--- src/rtl/rom_state.sv ---
// rom_state: sequence-playback controller.
// Reads a tag-list entry (start, end, last flag) from an external RAM at
// ram_counter, then walks a 10-bit ROM address from start to end and loops.
// Push-button rising edges step the tag-list pointer forward or backward.
module rom_state (
    input  logic        clock_n,
    input  logic        reset,
    input  logic [31:0] data_in,
    input  logic        pb_seq_up,
    input  logic        pb_seq_dn,
    output logic        load,
    output logic [9:0]  addr,
    output logic [6:0]  ram_counter,
    output logic        at_end_rst,
    output logic        addr_inc,
    output logic        ram_counter_inc,
    output logic        ram_counter_dec
);

    typedef enum logic [1:0] {
        FETCH1 = 2'd0,
        FETCH2 = 2'd1,
        LOAD   = 2'd2,
        IN_SEQ = 2'd3
    } state_t;

    state_t state;
    state_t state_next;

    // Entry fields captured in LOAD; start is kept so the loop can wrap.
    logic [9:0] start_addr;
    logic [9:0] end_addr;
    logic       last_flag;

    // Button samples: current and previous cycle, used for edge detection.
    // Buttons go through a register first so no path from the pins reaches
    // the address or pointer logic combinationally.
    logic up_now;
    logic up_prev;
    logic dn_now;
    logic dn_prev;

    logic up_edge;
    logic dn_edge;
    logic in_seq;
    logic at_end;
    logic up_act;
    logic dn_act;

    // Sequence id and the top nibble of the tag word are not used here.
    logic unused_bits;
    assign unused_bits = ^data_in[31:21];

    assign up_edge = up_now & ~up_prev;
    assign dn_edge = dn_now & ~dn_prev;
    assign in_seq  = (state == IN_SEQ);
    assign at_end  = (addr == end_addr);

    // Edges only count in IN_SEQ, and simultaneous up/down cancel out.
    // A down request at entry 0 is ignored so the current sequence keeps looping.
    assign up_act  = in_seq & up_edge & ~dn_edge;
    assign dn_act  = in_seq & dn_edge & ~up_edge & (ram_counter != 7'd0);

    // Sample both buttons every cycle for rising-edge detection.
    always_ff @(posedge clock_n) begin
        if (!reset) begin
            up_now  <= 1'b0;
            up_prev <= 1'b0;
            dn_now  <= 1'b0;
            dn_prev <= 1'b0;
        end else begin
            up_now  <= pb_seq_up;
            up_prev <= up_now;
            dn_now  <= pb_seq_dn;
            dn_prev <= dn_now;
        end
    end

    // State register.
    always_ff @(posedge clock_n) begin
        if (!reset) begin
            state <= FETCH1;
        end else begin
            state <= state_next;
        end
    end

    // Next-state logic: two wait cycles cover the RAM read latency.
    always_comb begin
        state_next = state;
        case (state)
            FETCH1: state_next = FETCH2;
            FETCH2: state_next = LOAD;
            LOAD:   state_next = IN_SEQ;
            IN_SEQ: begin
                if (up_act || dn_act) begin
                    state_next = FETCH1;
                end
            end
            default: state_next = FETCH1;
        endcase
    end

    // Output decode from state and registered values only.
    always_comb begin
        load            = (state == LOAD);
        at_end_rst      = in_seq & at_end;
        addr_inc        = in_seq & ~at_end;
        ram_counter_inc = up_act;
        ram_counter_dec = dn_act;
    end

    // Address datapath and captured entry fields; addr holds while fetching.
    always_ff @(posedge clock_n) begin
        if (!reset) begin
            addr       <= 10'd0;
            start_addr <= 10'd0;
            end_addr   <= 10'd0;
            last_flag  <= 1'b0;
        end else begin
            if (state == LOAD) begin
                addr       <= data_in[20:11];
                start_addr <= data_in[20:11];
                end_addr   <= data_in[10:1];
                last_flag  <= data_in[0];
            end else if (addr_inc) begin
                addr <= addr + 10'd1;
            end else if (at_end_rst) begin
                addr <= start_addr;
            end
        end
    end

    // Tag-list pointer: wraps to 0 after the entry flagged as last.
    always_ff @(posedge clock_n) begin
        if (!reset) begin
            ram_counter <= 7'd0;
        end else if (up_act) begin
            ram_counter <= last_flag ? 7'd0 : ram_counter + 7'd1;
        end else if (dn_act) begin
            ram_counter <= ram_counter - 7'd1;
        end
    end

endmodule

--- config.mk ---
export PLATFORM = sky130hd
export DESIGN_NAME = rom_state
export DESIGN_NICKNAME = d
export VERILOG_FILES = /design/src/rtl/rom_state.sv
export SDC_FILE = /design/constraint.sdc
export NUM_CORES = 1
export LEC_CHECK = 0
export ABC_AREA = 1
export BUFFER_PORTS_ARGS = -buffer_cell sky130_fd_sc_hd__buf_2
export CORE_MARGIN = 2
export CORE_UTILIZATION = 54
export DETAILED_ROUTE_END_ITERATION = 12
export GPL_TIMING_DRIVEN = 0
export PLACE_DENSITY = 0.89
export RECOVER_POWER = 50
export SLEW_MARGIN = 20
export SYNTH_ARGS = -nofsm -noshare
export SYNTH_HDL_FRONTEND = slang
export SYNTH_SLANG_ARGS = --single-unit
export TNS_END_PERCENT = 100
--- constraint.sdc ---
create_clock -name clock_n -period 1.8 [get_ports clock_n]
set_clock_uncertainty 0.1 [all_clocks]
set_input_delay 0.18 -clock clock_n [delete_from_list [all_inputs] [get_ports clock_n]]
set_output_delay 0.18 -clock clock_n [all_outputs]
set_load 0.01 [all_outputs]
Word level (Yosys, flattened, before mapping)

Cells that the tools add are included.

Flip-flop bits (word level): 44
Latch bits: 0
RAM bits: 0
Memory bits (read-only): 0
Output and inout port bits: 22
Word-level logic and storage cells: 45
Memories kept: 0

$add $sub $neg: 3
$mul: 0
Div/mod/pow operators: 0
Magnitude comparators: 0
Equal/unequal tests: 5
Shifts and indexed selects: 0
Muxes and demuxes: 8
Bitwise operators: 14
Reductions and logical operators: 5

Operators with widths:

| kind                    | number |
|---|---|
| $mux W10                | 3 |
| $mux W7                 | 3 |
| $add A10 B1 Y10 const B | 1 |
| $eq A10 B10 Y1          | 1 |
| $and A1 B1 Y1           | 9 |
| $pmux W2 S4             | 1 |
| $add A7 B1 Y7 const B   | 1 |
| $reduce_bool A7 Y1      | 1 |
| $sub A7 B1 Y7 const B   | 1 |
| $not A1 Y1              | 5 |
| $eq A2 B2 Y1 const B    | 2 |
| $reduce_bool A3 Y1      | 1 |
| $eq A2 B1 Y1 const B    | 1 |
| $logic_not A2 Y1        | 1 |
| $mux W2                 | 1 |
| $ne A2 B1 Y1 const B    | 1 |
| $reduce_bool A2 Y1      | 1 |
| $logic_or A1 B1 Y1      | 1 |

Longest topological paths before layout

Word-level depth: 8
Mapped depth: 12

Worst setup path after synthesis

Ideal clock, no wire load.

Path type: register to register
From: reg state[0]
To: reg addr[4]
Library setup time: 117 ps
Arrival time: 1,418 ps
Slack: 165 ps
Stages on the path, launching flop included: 8
Buffers on the path: 1
Period minus slack after synthesis: 1,635 ps
Path through: dfxtp_1 inv_1 ha_1 clkbuf_8 nor2_2 inv_1 o21ai_0 nor2_1

Elaborated cells between the ends (all ways): 7
Those cells by class: eq/ne (2); mux (2); bitwise (2); reduce/logical (1)

RTL lines:

| element                                                                | RTL line | text |
|---|---|---|
| start: declaration                                                     | 27       | `state_t state;` |
| start signal: assignment                                               | 84       | `state <= state_next;` |
| $eq A2 B2 Y1 *                                                         | -        |  |
| named net load                                                         | 11       | `output logic load,` |
| $reduce_bool A3 Y1 (no source line) / $mux W10 (equally long branches) | -        |  |
| end signal: assignment                                                 | 122      | `addr <= data_in[20:11];` |
| end signal: assignment                                                 | 127      | `addr <= addr + 10'd1;` |
| end signal: assignment                                                 | 129      | `addr <= start_addr;` |
| end: declaration                                                       | 12       | `output logic [9:0] addr,` |

Mark *: on every way through the listed nets, which the timed path passes. The rest lies on a longest branch.
A chain may end at the register's enable or synchronous reset.

Final worst setup path

From: reg end_addr[1]
To: out at_end_rst

Word-level cells in the longest chain between the ends: 2

Ends and longest elaborated chain:

| element                  | RTL line | text |
|---|---|---|
| start: declaration       | 32       | `logic [9:0] end_addr;` |
| start signal: assignment | 124      | `end_addr <= data_in[10:1];` |
| $eq A10 B10 Y1           | 57       | `assign at_end = (addr == end_addr);` |
| $and A1 B1 Y1            | 107      | `at_end_rst = in_seq & at_end;` |
| end: declaration         | 14       | `output logic at_end_rst,` |

No other way between the ends.

==> results.cfg <==
[clock_network]
htreeDepth = 2
clkLatencyLatePin_ns = 0.30
clock_sinks = 44
cts_tree = yes
cts_max_path_buffers = 2
root_buffer = clkbuf_8
cts_buffers = 5
clkTransAtPathRegs_ns = 0.09

[final_layout]
antenna-diode-count = 0
drive_gt1_share_pct = 30.16
stdcell_count = 503
nNetsFinal = 493
final_core_util_pct = 71.79
final_common_cell = nand2_1
synthToLayoutAreaGrowth_pct = 25.99
final_cell_mix = 82 x nand2_1, 49 x inv_1, 45 x buf_2
final_area_um2 = 3191

[critical_path]
path_class = flip-flop to output pin
crit_chain = inv_1 > nand2_1 > nand2_1 > nor2_2 > nand2_2 > nor2_4 > nand2_4 > nor2_4 > buf_6
worst_setup_path_start_kind = flip-flop
crit_slowest_cell = dfxtp_1
required_ns = 1.52
path_delay_family = simple AND/OR/NAND/NOR gates
end_kind = output pin
arrival_ns = 1.52
cp_num_buf_inv = 2
cpPeakStageDelay_ns = 0.36
worstPathMaxFanout = 6

[floorplanning]
io_pins = 58
die_w_um = 72.48
core_area_um2 = 4444
initial_utilization_pct = 56.98
fp.dieArea_um2 = 5253
row_count = 24
die_h_um = 72.48

[placement]
dp_hpwl_um = 4543
place_inst = 476
gp_congestion = 0.9208
io_buffers = 45
placed_cell_area_um2 = 2823

[sta]
slew_viol_final = 0
fmax_mhz = 556.6
final_hold_viol_count = 0
worstMarginPinSlew_ns = 0.4566
slew_headroom_pct = 69.56
min_period_ns = 1.797
rsz0062_at_grt = true
setup_violations = 0
timing.hold.ws_ns = 0.01925
min_period_over_period_pct = 99.82

[min_path]
min_path_type = primary input to flip-flop

[route]
detail-route-antenna-nets = 0
drc = 0
dr.pass1.iters = 5
wirelength_um = 7071
first_iter_violations = 302
via_per_inst = 5.545
vias = 2789
post_drt_wl_per_cell_um = 14.06

[global_route]
antenna_found_initial = 0
grt_pass1_vias = 2446
grt_start_max_net_pins = 14
overflow = 0
grt_use_total_pct = 26.04
grt_pass1_wl_um = 10850

[synth]
synth.distinct_cells = 32
syn_area_per_cell_um2 = 6.682
synth_edf_count = 0
synth_flop_cell = dfxtp_1
synth-seq-cells = 44
yosys_warnings = 0
syn_inst = 379
synth_nets = 422
syn-cell-area_um2 = 2532
async_flop_share_pct = 0
synth-seq-area-share_pct = 34.78

[run]
cap_violations = 0

[power]
p_leak_uw = 0.001585
peakVddDrop_mv = 0.7603
power_density_nw_per_um2 = 1442

[status]
status = finished clean
[final timing paths]
kind	from	endpoint	slack (ns)	cells after the start
worst max-delay path	end_addr[1]$_SDFFE_PN0P_	at_end_rst	0.003	9
worst min-delay path	data_in[1]	end_addr[0]$_SDFFE_PN0P_	0.02	3
worst max register to register	end_addr[1]$_SDFFE_PN0P_	addr[9]$_SDFFE_PN0P_	0.05	14
worst min register to register	up_now$_SDFF_PN0_	up_prev$_SDFF_PN0_	0.33	2
[cell usage after synthesis (all sizes together), types with 2 or more instances]
cell / n / share of area [%]
a21boi: 3 / 0.89
a21oi: 39 / 7.7
buf: 5 / 1.6
clkbuf: 6 / 1.7
clkinv: 2 / 0.30
dfxtp: 44 / 35
ha: 7 / 3.5
inv: 61 / 9.0
nand2: 94 / 15
nand3: 24 / 5.3
nand4: 6 / 1.5
nor2: 40 / 7.0
nor3: 4 / 0.99
o211ai: 2 / 0.59
o21ai: 28 / 5.5
xor2: 9 / 3.1
[through the flow]
step	power, uW	TNS [ns]	setup WS [ns]
after global routing	4899	-0.1999	-0.06122
after CTS	4072	0	0.002001
after global placement	3231	-0.3412	-0.07266
after floorplan	2818	0	0.1650
final	4600	0	0.003257
after detailed placement	3301	-0.5727	-0.1272
[worst reg2reg max path: stages (launching register included)]
cell and delay, ns:
dfxtp_1 0.36, inv_1 0.07, nand2_1 0.08, nand2_1 0.06, nor2_2 0.13, nand2_2 0.09, nor2_4 0.13, nand2_4 0.10
buf_4 0.15, buf_4 0.12, nand3_1 0.05, nand2_1 0.07, nand3_1 0.08, nand2_1 0.06, inv_1 0.05
[area by class of cell]
type / count / area, um2
well taps: 52 / 65.06
inverters: 63 / 239.0
clock inverters: 1 / 7.507
plain buffers: 11 / 88.84
clock buffers: 7 / 86.33
flip-flops and latches: 44 / 915.9
repair buffers: 64 / 391.6
multi-input cells: 261 / 1396
fillers: 367 / 1254
[registers in the layout, summed over array words and instances, names as in the netlist]
name / count
start_addr: 10
up_now: 1
dn_prev: 1
dn_now: 1
last_flag: 1
addr: 10
state: 2
ram_counter: 7
up_prev: 1
end_addr: 10
[cells by family after synthesis]
logic type	synth area share, %
adders and majority gates	3.458
xor gates and xnor gates	3.459
AOI/OAI and AO/OA	16.26
DFF	34.78
buffers and inverters	12.60
and+or+nand+nor	29.45
[repair_timing]
item	CTS	global route
gates resized for setup	18	35
setup endpoints to repair	15	25
cloned	0	0
pin swaps	2	14
endpoints found under the hold margin	3	0
setup buffers	6	11
hold buffers	3	0
[per-layer routing]
layer	vias up	GRT usage, %	part of all wire [%]
met5	-	0	0
met4	0	10.08	1.9
li1	1347	-	-
met1	1261	35.11	41
met3	19	5.139	9.5
met2	162	41.18	48
[power breakdown]
part	switching [uW]	leakage (uW)	total [uW]	internal [uW]
logic	1450	0.00117	2450	1000
registers	221	0.000368	1480	1260
clock network	359	0.0000445	672	313
total	2030	0.00158	4600	2570
Power figures use the tool's default switching activity.
